===== src/rtl/morse_pkg.sv =====
// Shared symbol codes, keyer FSM states and Morse unit ratios for the keyer slice.
package morse_pkg;

  localparam logic [1:0] SYM_WAIT = 2'b00;
  localparam logic [1:0] SYM_DOT  = 2'b01;
  localparam logic [1:0] SYM_DASH = 2'b10;
  localparam logic [1:0] SYM_SEND = 2'b11;

  typedef enum logic [1:0] {
    ST_IDLE = 2'd0,
    ST_MARK = 2'd1,
    ST_GAP  = 2'd2,
    ST_LGAP = 2'd3
  } state_e;

  localparam int DOT_UNITS  = 1;
  localparam int DASH_UNITS = 3;
  localparam int LGAP_UNITS = 2;

endpackage


===== src/rtl/morse_sym_fifo.sv =====
// First-word-fall-through symbol FIFO with full/empty flags; pointers reset asynchronously.
module morse_sym_fifo #(
  parameter int DATA_W = 2,
  parameter int DEPTH  = 8
) (
  input  logic              clk_i,
  input  logic              rst_i,
  input  logic              wr_en_i,
  input  logic [DATA_W-1:0] wr_data_i,
  input  logic              rd_en_i,
  output logic [DATA_W-1:0] rd_data_o,
  output logic              full_o,
  output logic              empty_o
);

  localparam int AW = $clog2(DEPTH);
  localparam logic [AW:0] PTR_ONE = {{AW{1'b0}}, 1'b1};

  logic [AW:0]       wr_ptr_q, wr_ptr_d;
  logic [AW:0]       rd_ptr_q, rd_ptr_d;
  logic [DATA_W-1:0] mem_q [DEPTH];
  logic              wr_fire, rd_fire;

  // Extra pointer MSB distinguishes full from empty when the index bits match.
  assign empty_o   = (wr_ptr_q == rd_ptr_q);
  assign full_o    = (wr_ptr_q[AW] != rd_ptr_q[AW]) &&
                     (wr_ptr_q[AW-1:0] == rd_ptr_q[AW-1:0]);
  assign wr_fire   = wr_en_i && !full_o;
  assign rd_fire   = rd_en_i && !empty_o;
  assign rd_data_o = mem_q[rd_ptr_q[AW-1:0]];

  always_comb begin
    wr_ptr_d = wr_ptr_q;
    rd_ptr_d = rd_ptr_q;
    if (wr_fire) wr_ptr_d = wr_ptr_q + PTR_ONE;
    if (rd_fire) rd_ptr_d = rd_ptr_q + PTR_ONE;
  end

  always_ff @(posedge clk_i or posedge rst_i) begin
    if (rst_i) begin
      wr_ptr_q <= '0;
      rd_ptr_q <= '0;
    end else begin
      wr_ptr_q <= wr_ptr_d;
      rd_ptr_q <= rd_ptr_d;
    end
  end

  always_ff @(posedge clk_i) begin
    if (wr_fire) mem_q[wr_ptr_q[AW-1:0]] <= wr_data_i;
  end

endmodule


===== src/rtl/morse_keyer.sv =====
// Morse keyer: buffers dot/dash/send symbols and replays them as a timed key waveform.
// Optional sidetone output enabled by defining MORSE_SIDETONE_EN.
module morse_keyer
  import morse_pkg::*;
#(
  parameter int UNIT_CYCLES      = 5,
  parameter int FIFO_DEPTH       = 8,
  parameter int TONE_HALF_CYCLES = 2
) (
  input  logic       clk,
  input  logic       rst,
  input  logic [1:0] sym_in,
  input  logic       sym_valid,
  output logic       sym_ready,
  output logic       key_out,
`ifdef MORSE_SIDETONE_EN
  output logic       busy,
  output logic       tone_out
`else
  output logic       busy
`endif
);

  localparam int CW = $clog2(3 * UNIT_CYCLES + 1);
  localparam logic [CW-1:0] DOT_LOAD  = CW'(DOT_UNITS * UNIT_CYCLES - 1);
  localparam logic [CW-1:0] DASH_LOAD = CW'(DASH_UNITS * UNIT_CYCLES - 1);
  localparam logic [CW-1:0] LGAP_LOAD = CW'(LGAP_UNITS * UNIT_CYCLES - 1);
  localparam logic [CW-1:0] GAP_LOAD  = CW'(UNIT_CYCLES - 1);

  if (UNIT_CYCLES < 1 || FIFO_DEPTH < 2 || (FIFO_DEPTH & (FIFO_DEPTH - 1)) != 0 ||
      TONE_HALF_CYCLES < 1) begin : g_bad_param
    $error("morse_keyer: invalid parameter value");
  end

  state_e          state_q, state_d;
  logic [CW-1:0]   cnt_q, cnt_d;
  logic            pop, take_next;
  logic [1:0]      head_sym;
  logic            fifo_full, fifo_empty;

  morse_sym_fifo #(
    .DATA_W (2),
    .DEPTH  (FIFO_DEPTH)
  ) u_fifo (
    .clk_i     (clk),
    .rst_i     (rst),
    .wr_en_i   (sym_valid && (sym_in != SYM_WAIT)),
    .wr_data_i (sym_in),
    .rd_en_i   (pop),
    .rd_data_o (head_sym),
    .full_o    (fifo_full),
    .empty_o   (fifo_empty)
  );

  assign sym_ready = !fifo_full;
  assign key_out   = (state_q == ST_MARK);
  assign busy      = (state_q != ST_IDLE) || !fifo_empty;

  always_comb begin
    state_d   = state_q;
    cnt_d     = cnt_q;
    take_next = 1'b0;
    pop       = 1'b0;
    unique case (state_q)
      ST_IDLE: take_next = !fifo_empty;
      ST_MARK: begin
        if (cnt_q == '0) begin
          state_d = ST_GAP;
          cnt_d   = GAP_LOAD;
        end else begin
          cnt_d = cnt_q - CW'(1);
        end
      end
      ST_GAP, ST_LGAP: begin
        // Chain straight into the next element so gaps are exactly their nominal length.
        if (cnt_q == '0) begin
          if (!fifo_empty) take_next = 1'b1;
          else             state_d   = ST_IDLE;
        end else begin
          cnt_d = cnt_q - CW'(1);
        end
      end
      default: state_d = ST_IDLE;
    endcase
    if (take_next) begin
      pop = 1'b1;
      unique case (head_sym)
        SYM_DOT: begin
          state_d = ST_MARK;
          cnt_d   = DOT_LOAD;
        end
        SYM_DASH: begin
          state_d = ST_MARK;
          cnt_d   = DASH_LOAD;
        end
        default: begin
          state_d = ST_LGAP;
          cnt_d   = LGAP_LOAD;
        end
      endcase
    end
  end

  always_ff @(posedge clk or posedge rst) begin
    if (rst) begin
      state_q <= ST_IDLE;
      cnt_q   <= '0;
    end else begin
      state_q <= state_d;
      cnt_q   <= cnt_d;
    end
  end

`ifdef MORSE_SIDETONE_EN
  localparam int TW = $clog2(TONE_HALF_CYCLES + 1);
  localparam logic [TW-1:0] TONE_LOAD = TW'(TONE_HALF_CYCLES - 1);

  logic [TW-1:0] tone_cnt_q, tone_cnt_d;
  logic          tone_q, tone_d;

  // Phase restarts on every MARK entry so each element begins with the tone high.
  always_comb begin
    tone_cnt_d = tone_cnt_q;
    tone_d     = tone_q;
    if (state_d == ST_MARK && state_q != ST_MARK) begin
      tone_d     = 1'b1;
      tone_cnt_d = TONE_LOAD;
    end else if (state_q == ST_MARK) begin
      if (tone_cnt_q == '0) begin
        tone_d     = !tone_q;
        tone_cnt_d = TONE_LOAD;
      end else begin
        tone_cnt_d = tone_cnt_q - TW'(1);
      end
    end
  end

  always_ff @(posedge clk or posedge rst) begin
    if (rst) begin
      tone_cnt_q <= '0;
      tone_q     <= 1'b0;
    end else begin
      tone_cnt_q <= tone_cnt_d;
      tone_q     <= tone_d;
    end
  end

  assign tone_out = tone_q && (state_q == ST_MARK);
`endif

endmodule


===== config.mk =====
export PLATFORM = sky130hd
export DESIGN_NAME = morse_keyer
export DESIGN_NICKNAME = d
export VERILOG_FILES = /design/src/rtl/morse_pkg.sv /design/src/rtl/morse_sym_fifo.sv /design/src/rtl/morse_keyer.sv
export SDC_FILE = /design/constraint.sdc
export NUM_CORES = 1
export LEC_CHECK = 0
export BUFFER_PORTS_ARGS = -buffer_cell sky130_fd_sc_hd__clkbuf_2
export CAP_MARGIN = 20
export CELL_PAD_IN_SITES_DETAIL_PLACEMENT = 1
export CELL_PAD_IN_SITES_GLOBAL_PLACEMENT = 2
export CORE_ASPECT_RATIO = 1.4
export CORE_MARGIN = 2
export CORE_UTILIZATION = 42
export DETAILED_ROUTE_END_ITERATION = 12
export GPL_ROUTABILITY_DRIVEN = 0
export PLACE_DENSITY = 0.75
export SLEW_MARGIN = 20
export SYNTH_ARGS = -nofsm -noshare
export SYNTH_HDL_FRONTEND = slang
export SYNTH_HIERARCHICAL = 1
export SYNTH_SLANG_ARGS = --single-unit

===== constraint.sdc =====
create_clock -name clk -period 3.45 [get_ports clk]
set_clock_uncertainty 0.1 [all_clocks]
set_input_delay 0.345 -clock clk [delete_from_list [all_inputs] [get_ports clk]]
set_output_delay 0.345 -clock clk [all_outputs]
set_load 0.05 [all_outputs]

==> results.md <==
- The path type of the worst min-delay path is in2reg.
- The number of nets with antenna violations after detailed routing is 0.
- The critical register-to-register path endpoint is cnt_q[0]$_DFFE_PP0P_.
- The prevailing post-synth register cell is sky130_fd_sc_hd__edfxtp_1.
- The kind of capture point of the worst setup path is a primary output.
- The root cell of the clock tree is sky130_fd_sc_hd__clkbuf_8.
- The clock-pin slew on the worst setup and hold paths is 70 ps.
- The final clock period utilization by the worst path is 0.832.
- TritonCTS built the clock tree.
- The number of different library cells used by synthesis comes to ~40.
- The total setup buffers inserted after CTS is 0.
- The cell area that synthesis handed to floorplanning was 0.00174 sq mm.
- Summed over all cells, the static leakage comes to 0.678 nW.
- The power density of the placed cells is 993 mW/mm^2.
- The row count is 27.
- The synthesized instance count is between 100 and 150.
- For the pin with the worst max-slew slack, the measured transition is ~570 ps.
- Counting every sink on the clock net gives 30.
- Setup repair after global routing left no endpoint under its margin.
- For this block, the routed nets add up to 3520 um of wire.
- The worst register-to-register path has a depth of 7.
- The number of nets handed over by synthesis was around 150.
- In the final routed layout, each cell accounts on average for about 18 um.
- The critical path required time is approximately 3000 ps.
- The origin of the worst min-delay path is sym_in[0].
- STA classifies the critical path startpoint as a flop.
- The register bit total from synthesis is 30.
- The maximum buffer depth of the clock tree is 2.
- The startpoint of the worst-slack reg-to-reg timing path is u_fifo/rd_ptr_q[0]$_DFFE_PP0P_.
- The first-pass GRT wire length is 6180 um.
- The most critical setup path has its startpoint at u_fifo/rd_ptr_q[0]$_DFFE_PP0P_.
- At the end of the flow, the number of nets in the layout was 158.
- For this design the total switching power over the nets is slightly below 0.0009 W.
- The worst hold path terminates at u_fifo/mem_q[4][0]$_DFFE_PP_.
- The number of antenna diodes in the final layout is 0.
- Yosys attributes the largest share of cell area to sky130_fd_sc_hd__edfxtp_1 (28%), sky130_fd_sc_hd__dfrtp_1 (20%), sky130_fd_sc_hd__mux4_2 (5.2%).
- The critical path in this run is classified as reg2out.
- The number of flops mapped to enable cells by yosys is 16.
- The share of synthesized area in the top cell type comes to 0.275.
- Summing over every cut layer, the via total after detailed routing is approximately 1,100.
- Of all flip-flops after synthesis, the portion carrying an async set or reset was 0.467.
- The count of final max-slew check failures came to 0.
- VDD sags by at most 0.513 mV.
- In this run the cell area measured after placement is 0.00180 sq mm.
- The remaining global-route overflow is 0.
- The proportion of synthesized chip area in sequential cells is 0.476.
- The via count of the first global-routing pass is 1,187.
- The detailed-routing iteration count for the pre-antenna-repair pass is 4.
- The share of total power dissipated in the clock network is 0.148.
- The clock latency at the later pin of the worst-skew pair is 280 ps.
- For this run, the top clock speed supported by timing is between 300 and 400 MHz.
- The number of remaining DRC errors is 0.
- The shortest period the worst path allows is 2870 ps.
- The width of the chip is 58.5 um.
- The core outline area is 0.00395 sq mm.
- Counting instances, the worst hold path has a depth of 1.
- The die is 80.3 um tall.
- The maximum level of the CTS H-tree is 2.
- Of the total power, registers draw 0.377.
- The maximum fanout along the worst path is 10.
- The share of total power dissipated in combinational logic is 0.475.
- The switching portion of total power is 0.464.
- The total setup violations reported at the end of the flow is 0.
- For this run, the total global-route usage over all layers was measured as 0.179.
- The run finished with clean final reports.
- The filler cells instantiated in the layout total 416.
- The vias per cell is 5.93.
- The data arrival at the endpoint of the critical path is 2420 ps.
- The number of warning messages in the yosys log is 6.
- The synthesized area per cell is 12.4 sq um.
- The commonest cells after synthesis are sky130_fd_sc_hd__edfxtp_1 (16), sky130_fd_sc_hd__dfrtp_1 (14), sky130_fd_sc_hd__inv_1 (10).
- The layout overhead on the synthesized area is 8.39%.
- The internal portion of the total power is 0.00101 W.
- The reg-to-reg setup timing slack is slightly above 800 ps.
- Entering global routing, the biggest net connects 13 pins.
- The detailed-placement wirelength estimate is 2680 um.
- The initial antenna violation count is 0.
- The worst slack on hold paths is 275 ps.
- Buffers inserted during clock tree synthesis total 5.
- The worst slew margin relative to its limit is 0.616.
- By instance count, the leading cell after synthesis is sky130_fd_sc_hd__edfxtp_1.
- The initial DRC count is 66.
- The number of hold violations in the final report is 0.
- For this configuration, the core starts out at a cell density of 0.441.
- The final sum of negative setup slack is 0 ps.
- In the final layout, the share of cells above drive strength 1 is 0.208.
- The full die area is 0.00469 sq mm.
- The tool flagged a number of max-cap violations equal to 0.
- The biggest area contributor in the post-synthesis netlist is sky130_fd_sc_hd__edfxtp_1.
- 8 I/O pins were placed.
- The cell area after layout is 0.00189 sq mm.
- Input and output buffers added on the ports amount to 7.
==> per-stage QoR <==
stage / power (W) / util / worst slack [ps] / instances
global route: 0.00205 / 0.478 / 408 / 192
global placement: 0.00157 / 0.454 / 906 / 183
detailed placement: 0.00162 / 0.454 / 845 / 183
finish: 0.00188 / 0.478 / 580 / 192
floorplan: 0.00143 / - / 1040 / 141
CTS: 0.00191 / 0.478 / 561 / 192
==> state kept, by name (all words and copies together) (netlist names) <==
register	flops
u_fifo/rd_ptr_q	4
state_q	2
u_fifo/mem_q	16
cnt_q	4
u_fifo/wr_ptr_q	4
==> timing repair <==
action,CTS,global route
endpoints found under the setup margin,0,0
gates resized for setup,0,0
hold endpoints to repair,14,0
hold buffers,1,0
==> cell type report <==
| cell class | count | area (sq um) | share of cell area |
|---|---|---|---|
| Timing Repair Buffer | 9 | 52.6 | 0.0278 |
| Inverter | 10 | 37.5 | 0.0199 |
| Tap cell | 43 | 53.8 | 0.0285 |
| Sequential cell | 30 | 831 | 0.439 |
| Multi-Input combinational cell | 92 | 831 | 0.439 |
| Clock buffer | 5 | 68.8 | 0.0364 |
| Clock inverter | 3 | 16.3 | 0.00860 |
==> logic make-up (layout without fill, tap and decap cells) <==
group	after synthesis	in the layout	share of synthesized area
xor+xnor	12	12	0.0796
compound gates	27	27	0.145
simple gates	37	37	0.121
fa+ha+maj	5	5	0.0359
mux	11	11	0.0947
buf+inv	19	27	0.0474
flops	30	30	0.476
==> power by group through the flow <==
stage                     logic (W)  clock network, W  registers [W]
final                      0.000891          0.000278       0.000708
after global routing        0.00101          0.000302       0.000740
after CTS                  0.000904          0.000288       0.000713
after detailed placement   0.000898                 0       0.000720
after global placement     0.000859                 0       0.000710
after floorplan            0.000885                 0       0.000547
==> worst max-delay path: stages (launching register included) <==
cell and delay (ps):
sky130_fd_sc_hd__dfrtp_1 550, sky130_fd_sc_hd__xnor2_1 450, sky130_fd_sc_hd__nand3_1 210, sky130_fd_sc_hd__nor2_1 130, sky130_fd_sc_hd__buf_4 180, sky130_fd_sc_hd__or3b_1 380
sky130_fd_sc_hd__clkbuf_2 250
==> routing by layer <==
layer | wire, um | share of wire | GRT usage | vias up
li1 | - | - | - | 540
met1 | 1480 | 0.42 | 0.217 | 581
met2 | 1900 | 0.54 | 0.309 | 11
met3 | 84 | 0.024 | 0.0386 | 6
met4 | 59 | 0.017 | 0.0628 | 0
met5 | 0 | 0 | 0 | -
==> how the worst max path moves through the flow <==
stage                                       to  cells past startpoint
after CTS                                 busy                      6
final                                     busy                      6
after global routing                      busy                      6
after detailed placement  cnt_q[0]$_DFFE_PP0P_                      7
after global placement    cnt_q[0]$_DFFE_PP0P_                      6
after floorplan           cnt_q[0]$_DFFE_PP0P_                      7
==> placed cells by master, fill, tap and decap left out, drive strengths merged, types with 3 or more instances in the layout <==
master / Yosys / layout
ha: 5 / 5
a211oi: 3 / 3
nor2: 8 / 8
mux4: 4 / 4
nand2: 7 / 7
nor4: 4 / 4
clkbuf: 2 / 12
nor3: 6 / 6
xnor2: 6 / 6
mux2i: 3 / 3
xor2: 6 / 6
inv: 10 / 10
dfrtp: 14 / 14
a21oi: 6 / 6
o41ai: 3 / 3
edfxtp: 16 / 16
nor2b: 3 / 3
mux2: 4 / 4
Power figures use the tool's default switching activity.
